--- src/rtl/redundant_compare_monitor_pkg.sv ---
// Shared types and constants for the redundant comparator health monitor.
// The state encoding is also the value seen on the external state port.
package rcmp_mon_pkg;

    typedef enum logic [1:0] {
        ST_OK      = 2'd0,
        ST_SUSPECT = 2'd1,
        ST_FAULT   = 2'd2
    } mon_state_e;

    localparam int RUN_W = 4;

endpackage

--- src/rtl/redundant_compare_monitor_sat_counter.sv ---
// Up-counter that sticks at all-ones instead of wrapping.
// A synchronous clear takes priority over an increment in the same cycle.
module sat_counter #(
    parameter int W = 8
) (
    input  logic         clk,
    input  logic         rst_n,
    input  logic         inc,
    input  logic         clr,
    output logic [W-1:0] count
);

    always_ff @(posedge clk or negedge rst_n) begin
        if (!rst_n) begin
            count <= '0;
        end else if (clr) begin
            count <= '0;
        end else if (inc && (count != '1)) begin
            count <= count + 1'b1;
        end
    end

endmodule

--- src/rtl/redundant_compare_monitor.sv ---
// Health monitor for a dual-channel redundant equality comparator: grades the
// channel OK/SUSPECT/FAULT from error history and forwards a fail-safe equality.
module redundant_compare_monitor
    import rcmp_mon_pkg::*;
#(
    parameter int ERR_CNT_W      = 8,
    parameter int FAULT_THRESH   = 3,
    parameter int RECOVER_THRESH = 4
) (
    input  logic                 clk,
    input  logic                 rst_n,
    input  logic                 sample_valid,
    input  logic                 eq_in,
    input  logic                 err_in,
    input  logic                 clear,
    output logic                 eq_out,
    output logic                 eq_out_valid,
    output logic [1:0]           state,
    output logic                 fault,
    output logic [ERR_CNT_W-1:0] err_count
);

    localparam logic [RUN_W-1:0] FAULT_T   = RUN_W'(FAULT_THRESH);
    localparam logic [RUN_W-1:0] RECOVER_T = RUN_W'(RECOVER_THRESH);

    mon_state_e       state_q, state_n;
    logic [RUN_W-1:0] err_run_q, err_run_n;
    logic [RUN_W-1:0] clean_run_q, clean_run_n;
    logic [RUN_W-1:0] err_inc, clean_inc;
    logic             eq_q, eq_n;
    logic             eq_valid_q, eq_valid_n;

    // Handshake: sample_valid has no back-pressure; every cycle it is high
    // (and clear is low) the sample is consumed, and eq_out_valid pulses for
    // exactly one cycle on the following cycle with eq_out carrying its result.
    assign err_inc   = err_run_q + 1'b1;
    assign clean_inc = clean_run_q + 1'b1;

    always_comb begin
        state_n     = state_q;
        err_run_n   = err_run_q;
        clean_run_n = clean_run_q;
        eq_n        = eq_q;
        eq_valid_n  = 1'b0;
        if (clear) begin
            state_n     = ST_OK;
            err_run_n   = '0;
            clean_run_n = '0;
            eq_n        = 1'b0;
        end else if (sample_valid) begin
            eq_valid_n = 1'b1;
            case (state_q)
                ST_OK, ST_SUSPECT: begin
                    if (err_in) begin
                        // err_run is 0 in OK, so the first error always lands on 1
                        err_run_n   = err_inc;
                        clean_run_n = '0;
                        state_n     = (err_inc == FAULT_T) ? ST_FAULT : ST_SUSPECT;
                    end else if (state_q == ST_SUSPECT) begin
                        err_run_n = '0;
                        if (clean_inc == RECOVER_T) begin
                            state_n     = ST_OK;
                            clean_run_n = '0;
                        end else begin
                            clean_run_n = clean_inc;
                        end
                    end
                end
                default: ;
            endcase
            eq_n = eq_in & ~err_in & (state_n != ST_FAULT);
        end
    end

    always_ff @(posedge clk or negedge rst_n) begin
        if (!rst_n) begin
            state_q     <= ST_OK;
            err_run_q   <= '0;
            clean_run_q <= '0;
            eq_q        <= 1'b0;
            eq_valid_q  <= 1'b0;
        end else begin
            state_q     <= state_n;
            err_run_q   <= err_run_n;
            clean_run_q <= clean_run_n;
            eq_q        <= eq_n;
            eq_valid_q  <= eq_valid_n;
        end
    end

    sat_counter #(.W(ERR_CNT_W)) u_err_cnt (
        .clk   (clk),
        .rst_n (rst_n),
        .inc   (sample_valid & err_in & ~clear),
        .clr   (clear),
        .count (err_count)
    );

    assign eq_out       = eq_q;
    assign eq_out_valid = eq_valid_q;
    assign state        = state_q;
    assign fault        = (state_q == ST_FAULT);

endmodule

--- config.mk ---
export PLATFORM = sky130hd
export DESIGN_NAME = redundant_compare_monitor
export DESIGN_NICKNAME = d
export VERILOG_FILES = /design/src/rtl/redundant_compare_monitor_pkg.sv /design/src/rtl/redundant_compare_monitor_sat_counter.sv /design/src/rtl/redundant_compare_monitor.sv
export SDC_FILE = /design/constraint.sdc
export NUM_CORES = 1
export LEC_CHECK = 0
export CAP_MARGIN = 0
export CORE_MARGIN = 5
export CORE_UTILIZATION = 24
export DETAILED_ROUTE_END_ITERATION = 12
export PLACE_DENSITY_LB_ADDON = 0.1
export SYNTH_ARGS = -nofsm -noshare
export SYNTH_HDL_FRONTEND = slang
export SYNTH_SLANG_ARGS = --single-unit
--- constraint.sdc ---
create_clock -name clk -period 1.35 [get_ports clk]
set_input_delay 0.2025 -clock clk [delete_from_list [all_inputs] [get_ports clk]]
set_output_delay 0.2025 -clock clk [all_outputs]
set_load 0.01 [all_outputs]
* Word level (Yosys, flattened, before mapping)
Index checks and enable logic that the tools add are counted.
** Word-level totals
- Input port bits :: 6
- Logic and storage cells :: 55
- Register bits after elaboration :: 20
- Output and inout port bits :: 13
** Operators by class
- Add/sub/neg operators :: 3
- Reduce and logical (&&, ||, !) cells :: 8
- Eq/ne operators :: 6
- Muxes and demuxes :: 26
- Bitwise operators :: 6
** Operators by type and width (number)
- $mux 4 :: 11
- $mux 2 :: 9
- $mux 8 :: 2
- $add 4x1->4 const B :: 2
- $add 8x1->8 const B :: 1
- $ne 8x8->1 const B :: 1
- $reduce_bool 2->1 :: 3
- $and 1x1->1 :: 4
- $eq 4x2->1 const B :: 1
- $eq 4x3->1 const B :: 1
- $mux 1 :: 4
- $reduce_and 3->1 :: 1
- $reduce_bool 3->1 :: 1
- $eq 2x1->1 const B :: 1
- $eq 2x2->1 const B :: 1
- $logic_not 2->1 :: 1
- $ne 2x2->1 const B :: 1
- $not 1->1 :: 2
- $reduce_or 2->1 :: 1
- $logic_and 1x1->1 :: 1

* Depth between registers and ports, before layout
Gate-level depths: netlist of run 1.
- Depth after elaboration :: 12
- Mapped depth :: 6
- Mapped depth without buffers :: 6

* Cells and area by module
From an unflattened synthesis of run 1, not the netlist that was laid out.
** Unflattened totals
- Cell total of the unflattened synthesis :: 120
- Area total of the unflattened synthesis :: 1152.4 um^2
** Modules (own cells, without submodules)
- redundant_compare_monitor :: area each 688.2 um^2, seq. area each 300.3 um^2, cells each 71, times used 1
- sat_counter :: area each 464.2 um^2, seq. area each 200.2 um^2, cells each 49, times used 1

* Worst setup path before layout of run 1
No wires, ideal clock.
- Path type :: register to register
- From :: reg u_err_cnt.count[4]
- To :: reg u_err_cnt.count[7]
- Buffers on the path :: 0
- Required time :: 1.225 ns
- Slack :: -0.188 ns
- Clock period less this slack :: 1.538 ns
- Arrival :: 1.413 ns
- Setup time :: 0.125 ns
- Stages on the path, launching flop included :: 5
- Path through :: dfrtp_1 and4_1 a311oi_4 nand3_2 mux2_4
** Between the ends
- Longest elaborated chain between the ends :: 3
- Elaborated cells between the ends (all ways) :: 6
- Those cells by class :: add/sub (1); eq/ne (1); mux (2); reduce/logical (2)
** Ends and longest elaborated chain
- start: declaration :: line redundant_compare_monitor_sat_counter.sv:10 : output logic [W-1:0] count
- start signal: assignment :: line redundant_compare_monitor_sat_counter.sv:19 : count <= count + 1'b1;
- $add 8x1->8 / $ne 8x8->1 (equally long branches) :: line redundant_compare_monitor_sat_counter.sv:19, redundant_compare_monitor_sat_counter.sv:18
- $mux 8 / $logic_and 1x1->1 (equally long branches) :: line redundant_compare_monitor_sat_counter.sv:18 : end else if (inc && (count != '1)) begin
- $mux 8 / $reduce_bool 2->1 (equally long branches)
Parallel ways exist; a longest one is shown, timed or not. The select of a mux whose other input is x is not followed.
A chain may end at the register's enable or synchronous reset.

* Worst setup path in the final report of run 1
- From :: reg err_run_q[0]
- To :: reg state_q[0] (netlist: state[0])
** Between the ends
- Longest elaborated chain between the ends :: 9
** Ends and longest elaborated chain
- start: declaration :: line redundant_compare_monitor.sv:27 : logic [RUN_W-1:0] err_run_q, err_run_n;
- start signal: assignment :: line redundant_compare_monitor.sv:84 : err_run_q <= err_run_n;
- $add 4x1->4 :: line redundant_compare_monitor.sv:36 : assign err_inc = err_run_q + 1'b1;
- $eq 4x2->1 :: line redundant_compare_monitor.sv:58 : state_n = (err_inc == FAULT_T) ? ST_FAULT : ST_SUSPECT;
- $mux 2 :: line redundant_compare_monitor.sv:58
- $mux 2 :: line redundant_compare_monitor.sv:54 : if (err_in) begin
- $mux 2 :: line redundant_compare_monitor.sv:52 : case (state_q)
- $mux 2 :: line redundant_compare_monitor.sv:50 : end else if (sample_valid) begin
- $mux 2 :: line redundant_compare_monitor.sv:45 : if (clear) begin
- $mux 2 :: line redundant_compare_monitor.sv:50
- $mux 2 :: line redundant_compare_monitor.sv:45
- end signal: assignment :: line redundant_compare_monitor.sv:83 : state_q <= state_n;
- end: declaration :: line redundant_compare_monitor.sv:26 : mon_state_e state_q, state_n;
No other way between the ends. The select of a mux whose other input is x is not followed.

==> reports/results.txt, run 1 <==
status = finished, violations left
violated checks = setup timing
initial antenna violation count = 0
total gr overflow = 0
Antenna Nets Post-Route = 0
Pwr Total = 1.46 mW
required time of the critical path = 1.53 ns
number of global-route vias before repair = 1109
Syn Nets = 132
CTS Buffer Depth = 2
startpoint types = flop
internal power component = 1.12 mW
drt via density = 4.46
Flop pwr share = 43.7%
dpl cells = 236
clk root buf = clkbuf_8
DRC = 0
syn avg cell area = 9.90 um2
Worst Path Arrival = 1.62 ns
Std-Cell Core Area = 4790 um2
CP peak stage delay = 0.42 ns
Sw Share = 23.1%
final count of hold timing violations = 0
CP max stage cell = dfrtp_2
largest net degree at the start of global routing = 21
setup ws final = -0.0868 ns
crit-path max FO = 4
WP buf/inv = 1
Setup violations, final = 3
power share of the combinational group = 14.1%
prevailing post-synth register cell = dfrtp_1
share of cells above drive strength 1 = 41.9%
final net count = 191
Overall Global Routing Usage = 10.3%
I/O pins = 19
Psw = 337 uW
first-pass GRT wire length = 5230 um
Yosys top cell by area = dfrtp_1
DR pass1 iterations = 4
minimum clock period after layout = 1.44 ns
FP Rows = 25
cts hold-fix bufs = 0
dpl hpwl = 2290 um
non-filler cells in the finished layout = 246
Seq/Total Area, Yosys = 41.8%
mapped cell area = 1200 um2
Ys Warns = 0
Synth Instances = 121
Async SR Flop Fraction = 100%
TritonCTS Buffers = 3
Crit Path Class = reg2reg
Avg WL per Cell = 12.8 um
Worst Tran Pin Value = 0.291 ns
Clk Latency, worst-skew pair = 0.26 ns
H-tree Lvls = 1
vias = 1096
CTS tree = built
top cell type's share of synthesized area = 41.8%
CP top delay family = compound AO/OA/AOI/OAI gates
PD cells = 744 nW/um2
# diodes = 0
port bufs = 18
CTS sink count = 20
Setup Skew = 0.00822 ns
Period Utilization, post-route = 106%
Die H = 80.6 um
Highest Clock Rate = 0.696 GHz
DIE AREA = 6500 um2
largest cells by area after synthesis = dfrtp_1 42%, ha_1 5.2%, nand2_1 4.4%, o21ai_0 3.3%, nor2_1 2.8%
clock share of power = 42.2%
1st-iter DRT viols = 24
Slew Viols, Final = 0
Max VDD drop = 0.536 mV
post-synth cell types = 43
CP most frequent cell = o22ai_1
relative slew slack = 80.6%
number of flops mapped to enable cells by yosys = 0
critical path, cell by cell = inv_1 -> ha_1 -> and3_1 -> a31oi_4 -> o22ai_1 -> o22ai_1
Area growth syn-to-layout = 63.5%
Crit. End Element = flop
Yosys reg bits = 20
clk slew on worst S/H paths = 0.09 ns
commonest non-fill, non-tap cells in the layout = 35 x buf_4, 16 x dfrtp_1, 13 x nand2_1, 13 x dlygate4sd2_1
hold crit path type = in2async
RSZ-0062 raised after global routing = true
Leak = 0.919 nW
Max Cap Violations = 0
Initial Utilization = 25.0%
routability cong. = 0.800
Die Width = 80.6 um
final wirelength = 3140 um
commonest non-fill, non-tap cell in the layout = buf_4
per-layer routing:
metal,up-vias,share of wire (%),track usage [%]
met5,-,0,0
met4,0,0.48,1.52
met3,2,2.9,3.25
met2,12,51,18.2
met1,526,45,12.4
li1,556,-,-
what timing repair did:
action | in CTS | in global routing
pin swaps | 7 | 11
setup endpoints to repair | 29 | 17
buffers inserted | 5 | 1
resized for setup | 29 | 22
final cells by class:
type | count | area [um2]
Clock buffer | 3 | 41.3
Clock inverter | 1 | 30.0
Fill cell | 460 | 2830
Inverter | 2 | 7.51
Multi-Input combinational cell | 95 | 807
Sequential cell | 20 | 505
Tap cell | 67 | 83.8
Timing Repair Buffer | 58 | 483
metrics by stage:
step                      hold WS (ns)  cell area [um2]  utilization (%)  TNS [ns]  worst slack, ns
after detailed placement         0.537             1710             35.8     -5.93           -0.413
after global placement           0.523             1710             35.8     -5.56           -0.413
after global routing             0.304             1960             40.9    -0.425           -0.156
after floorplan                -0.0931             1220                -    -0.122           -0.122
final                            0.280             1960             40.9    -0.142          -0.0868
after CTS                        0.287             1860             39.0    -0.282           -0.110
synth_stat cells (2+ instances only):
cell,n
a31oi_1,5
dfrtp_1,20
and2_1,2
nor2_1,9
nand3_1,4
nand2_1,14
inv_1,2
a21oi_1,2
nor2b_1,3
mux2i_1,3
a21bo_2,2
and3b_1,2
o21ai_0,8
a22o_1,3
nand3b_1,2
o22ai_1,3
nand2b_1,5
xor2_1,3
ha_1,5
power groups by stage:
| stage | registers, mW | logic (mW) | clock network (mW) |
|---|---|---|---|
| final | 0.637 | 0.205 | 0.615 |
| after global placement | 0.643 | 0.182 | 0 |
| after floorplan | 0.647 | 0.0688 | 0 |
| after detailed placement | 0.643 | 0.182 | 0 |
| after global routing | 0.640 | 0.228 | 0.667 |
| after CTS | 0.630 | 0.194 | 0.636 |
flip-flops by register name (all words and copies together) (netlist names):
register,cells
err_run_q,4
u_err_cnt.count,8
eq_out_valid,1
clean_run_q,4
eq_out,1
state,2
worst register-to-register path, cell delays in order, from the launching register on:
cell	delay [ns]
dfrtp_2	0.42
inv_1	0.06
ha_1	0.21
and3_1	0.21
a31oi_4	0.18
o22ai_1	0.13
o22ai_1	0.16
path summary, 6_finish.rpt:
| check | slack [ns] | from | to | cells after the start |
|---|---|---|---|---|
| min reg2reg | 0.55 | eq_out | eq_out | 2 |
| max reg2reg | -0.09 | err_run_q[0] | state[0] | 6 |
| max | -0.09 | err_run_q[0] | state[0] | 6 |
| min | 0.28 | rst_n | err_run_q[0] | 2 |
| max in group asynchronous | 0.82 | rst_n | clean_run_q[0] | 2 |
| min in group clk | 0.45 | clear | state[0] | 4 |
kinds of logic after synthesis:
logic type | count (synthesis) | synth area share, %
AND/OR/NAND/NOR | 53 | 25.6
AO/OA/AOI/OAI | 29 | 17.8
flip-flops | 20 | 41.8
buffers and inverters | 6 | 2.93
adder cells (fa/ha/maj) | 5 | 5.22
XOR/XNOR | 4 | 2.93
multiplexers | 4 | 3.76
Power figures use the tool's default switching activity.
==> inputs of run 2 (changes only) <==
--- a/config.mk
+++ b/config.mk
@@ -10,6 +10,7 @@
 export CORE_UTILIZATION = 24
 export DETAILED_ROUTE_END_ITERATION = 12
 export PLACE_DENSITY_LB_ADDON = 0.1
+export SKIP_LAST_GASP = 1
 export SYNTH_ARGS = -nofsm -noshare
 export SYNTH_HDL_FRONTEND = slang
 export SYNTH_SLANG_ARGS = --single-unit
==> run 2 against run 1 <==
  * The run still ends with setup timing left
  * Clock power is essentially flat
  * Global-route usage is the same
  * Register-to-register slack is essentially flat
  * Final cell count is the same
  * Count of clock-buffer cells in the layout is the same
  * Die area is the same
  * Core utilization shrank 0.42 points
  * Sequential power is essentially flat
  * Setup slack lost 0.0013 ns
  * Largest cell class unchanged
  * Highest routed layer unchanged
==> reports/results.txt, run 2 (same netlist as run 1, synthesis figures left out) <==
status = finished, violations left
violated checks = setup timing
R2R depth = 6 (unchanged)
CP peak stage delay = 0.42 ns (about the same)
DRC = 0 (unchanged)
Antenna Nets Post-Route = 0 (unchanged)
total gr overflow = 0 (unchanged)
WP buf/inv = 1 (unchanged)
Setup violations, final = 4 (+1)
Crit. End Element = flop
r2r setup slk = -0.09 ns (about the same)
Worst Tran Pin Value = 0.290 ns (-0.000645 ns)
clk slew on worst S/H paths = 0.09 ns (about the same)
largest reg by FF count = u_err_cnt.count
CTS sink count = 20 (unchanged)
crit-path max FO = 4 (unchanged)
Clk Latency, worst-skew pair = 0.26 ns (about the same)
CTS tree = built
minimum clock period after layout = 1.44 ns (+0.00132 ns)
Period Utilization, post-route = 107% (about the same)
first-pass GRT wire length = 5230 um (unchanged)
largest net degree at the start of global routing = 21 (unchanged)
final wirelength = 3110 um (-1.0%)
Worst R2R End = state[0]
CP most frequent cell = o22ai_1
Die Width = 80.6 um (unchanged)
reg-to-reg startpoint = err_run_q[0]
Overall Global Routing Usage = 10.3% (unchanged)
Area growth syn-to-layout = 61.9%
Leak = 0.916 nW (-0.28%)
initial antenna violation count = 0 (unchanged)
Die H = 80.6 um (unchanged)
I/O pins = 19 (unchanged)
Max Cap Violations = 0 (unchanged)
startpoint types = flop
post-route setup TNS = -0.157 ns (-0.0143 ns)
Regs by FF count = u_err_cnt.count: 8 flops, clean_run_q: 4 flops, err_run_q: 4 flops
CP top delay family = compound AO/OA/AOI/OAI gates
commonest non-fill, non-tap cells in the layout = 37 x buf_4, 16 x dfrtp_1, 13 x nand2_1, 13 x dlygate4sd2_1, 9 x nor2_1
drt via density = 4.49 (+0.73%)
Avg WL per Cell = 12.6 um (-1.0%)
required time of the critical path = 1.53 ns (about the same)
CTS Buffer Depth = 2 (unchanged)
max FFs per register = 8 (unchanged)
critical path, cell by cell = inv_1 -> ha_1 -> and3_1 -> a31oi_4 -> o22ai_1 -> o22ai_1
number of global-route vias before repair = 1109 (unchanged)
commonest non-fill, non-tap cell in the layout = buf_4
final net count = 191 (unchanged)
DIE AREA = 6500 um2 (unchanged)
Std-Cell Core Area = 4790 um2 (unchanged)
WHS = 0.280 ns (-0.000273 ns)
Highest Clock Rate = 0.695 GHz (about the same)
Slew Viols, Final = 0 (unchanged)
hold crit path type = in2async
Crit Path Class = reg2reg
final count of hold timing violations = 0 (unchanged)
FP Rows = 25 (unchanged)
H-tree Lvls = 1 (unchanged)
Worst Path Arrival = 1.62 ns (about the same)
Initial Utilization = 25.0% (unchanged)
1st-iter DRT viols = 26 (+8.3%)
Setup Skew = 0.00855 ns (+0.000336 ns)
port bufs = 18 (unchanged)
share of cells above drive strength 1 = 40.2% (-1.7 points)
routability cong. = 0.800 (unchanged)
vias = 1104 (+0.73%)
setup ws final = -0.0881 ns (-0.00132 ns)
Max VDD drop = 0.535 mV (-0.24%)
TritonCTS Buffers = 3 (unchanged)
cts hold-fix bufs = 0 (unchanged)
CP max stage cell = dfrtp_2
DR pass1 iterations = 4 (unchanged)
clk root buf = clkbuf_8
RSZ-0062 raised after global routing = true
dpl hpwl = 2290 um (unchanged)
# diodes = 0 (unchanged)
PD cells = 750 nW/um2 (+0.70%)
relative slew slack = 80.7% (about the same)
run 2: cell types whose count changed in the layout (fill, tap and decap cells not counted):
cell,change
nand3_2,-1
nor2_1,+1
clkbuf_2,+1
inv_1,+1
nor2_4,-1
buf_4,+2
buf_2,-1
buf_6,-2
nand3_1,+1
inv_2,-1
run 2: power breakdown:
part           internal (mW)  leakage [nW]  switching, mW
sequential             0.616         0.269         0.0213
clock                  0.396        0.0357          0.219
combinational          0.108         0.611         0.0930
run 2: layout make-up:
cell class,count,area (um2)
Timing Repair Buffer,58,475
Fill cell,465,2850
Multi-Input combinational cell,95,795
Inverter,2,7.51
Tap cell,67,83.8
Clock buffer,3,41.3
Clock inverter,1,30.0
Sequential cell,20,505
run 2: metal layers:
| layer | track usage (%) | part of all wire, % |
|---|---|---|
| met1 | 12.4 | 45 |
| met5 | 0 | 0 |
| met2 | 18.2 | 51 |
| met4 | 1.52 | 0.48 |
| met3 | 3.25 | 2.9 |
run 2: worst max path at each step:
stage,startpoint,to,slack (ns),cells past startpoint
floorplan,u_err_cnt.count[4],u_err_cnt.count[7],-0.12,4
global placement,sample_valid,u_err_cnt.count[7],-0.41,5
detailed placement,sample_valid,u_err_cnt.count[7],-0.41,5
CTS,clean_run_q[0],state[0],-0.11,5
global route,err_run_q[1],state[0],-0.16,5
finish,err_run_q[0],state[0],-0.09,6
run 2: metrics by stage:
| stage | cells | total power, mW | cell area (um2) | util, % | setup WS, ns |
|---|---|---|---|---|---|
| after CTS | 245 | 1.46 | 1870 | 39.0 | -0.110 |
| after global routing | 246 | 1.53 | 1940 | 40.5 | -0.156 |
| final | 246 | 1.45 | 1940 | 40.5 | -0.0881 |
| after floorplan | 121 | 0.716 | 1220 | - | -0.122 |
| after global placement | 236 | 0.824 | 1710 | 35.8 | -0.413 |
| after detailed placement | 236 | 0.825 | 1710 | 35.8 | -0.413 |
run 2: what timing repair did:
item                       CTS  global route
buffers inserted             5             1
gates cloned                 0             0
resized for setup           26            18
pin swaps                    7            11
setup endpoints to repair   29            17
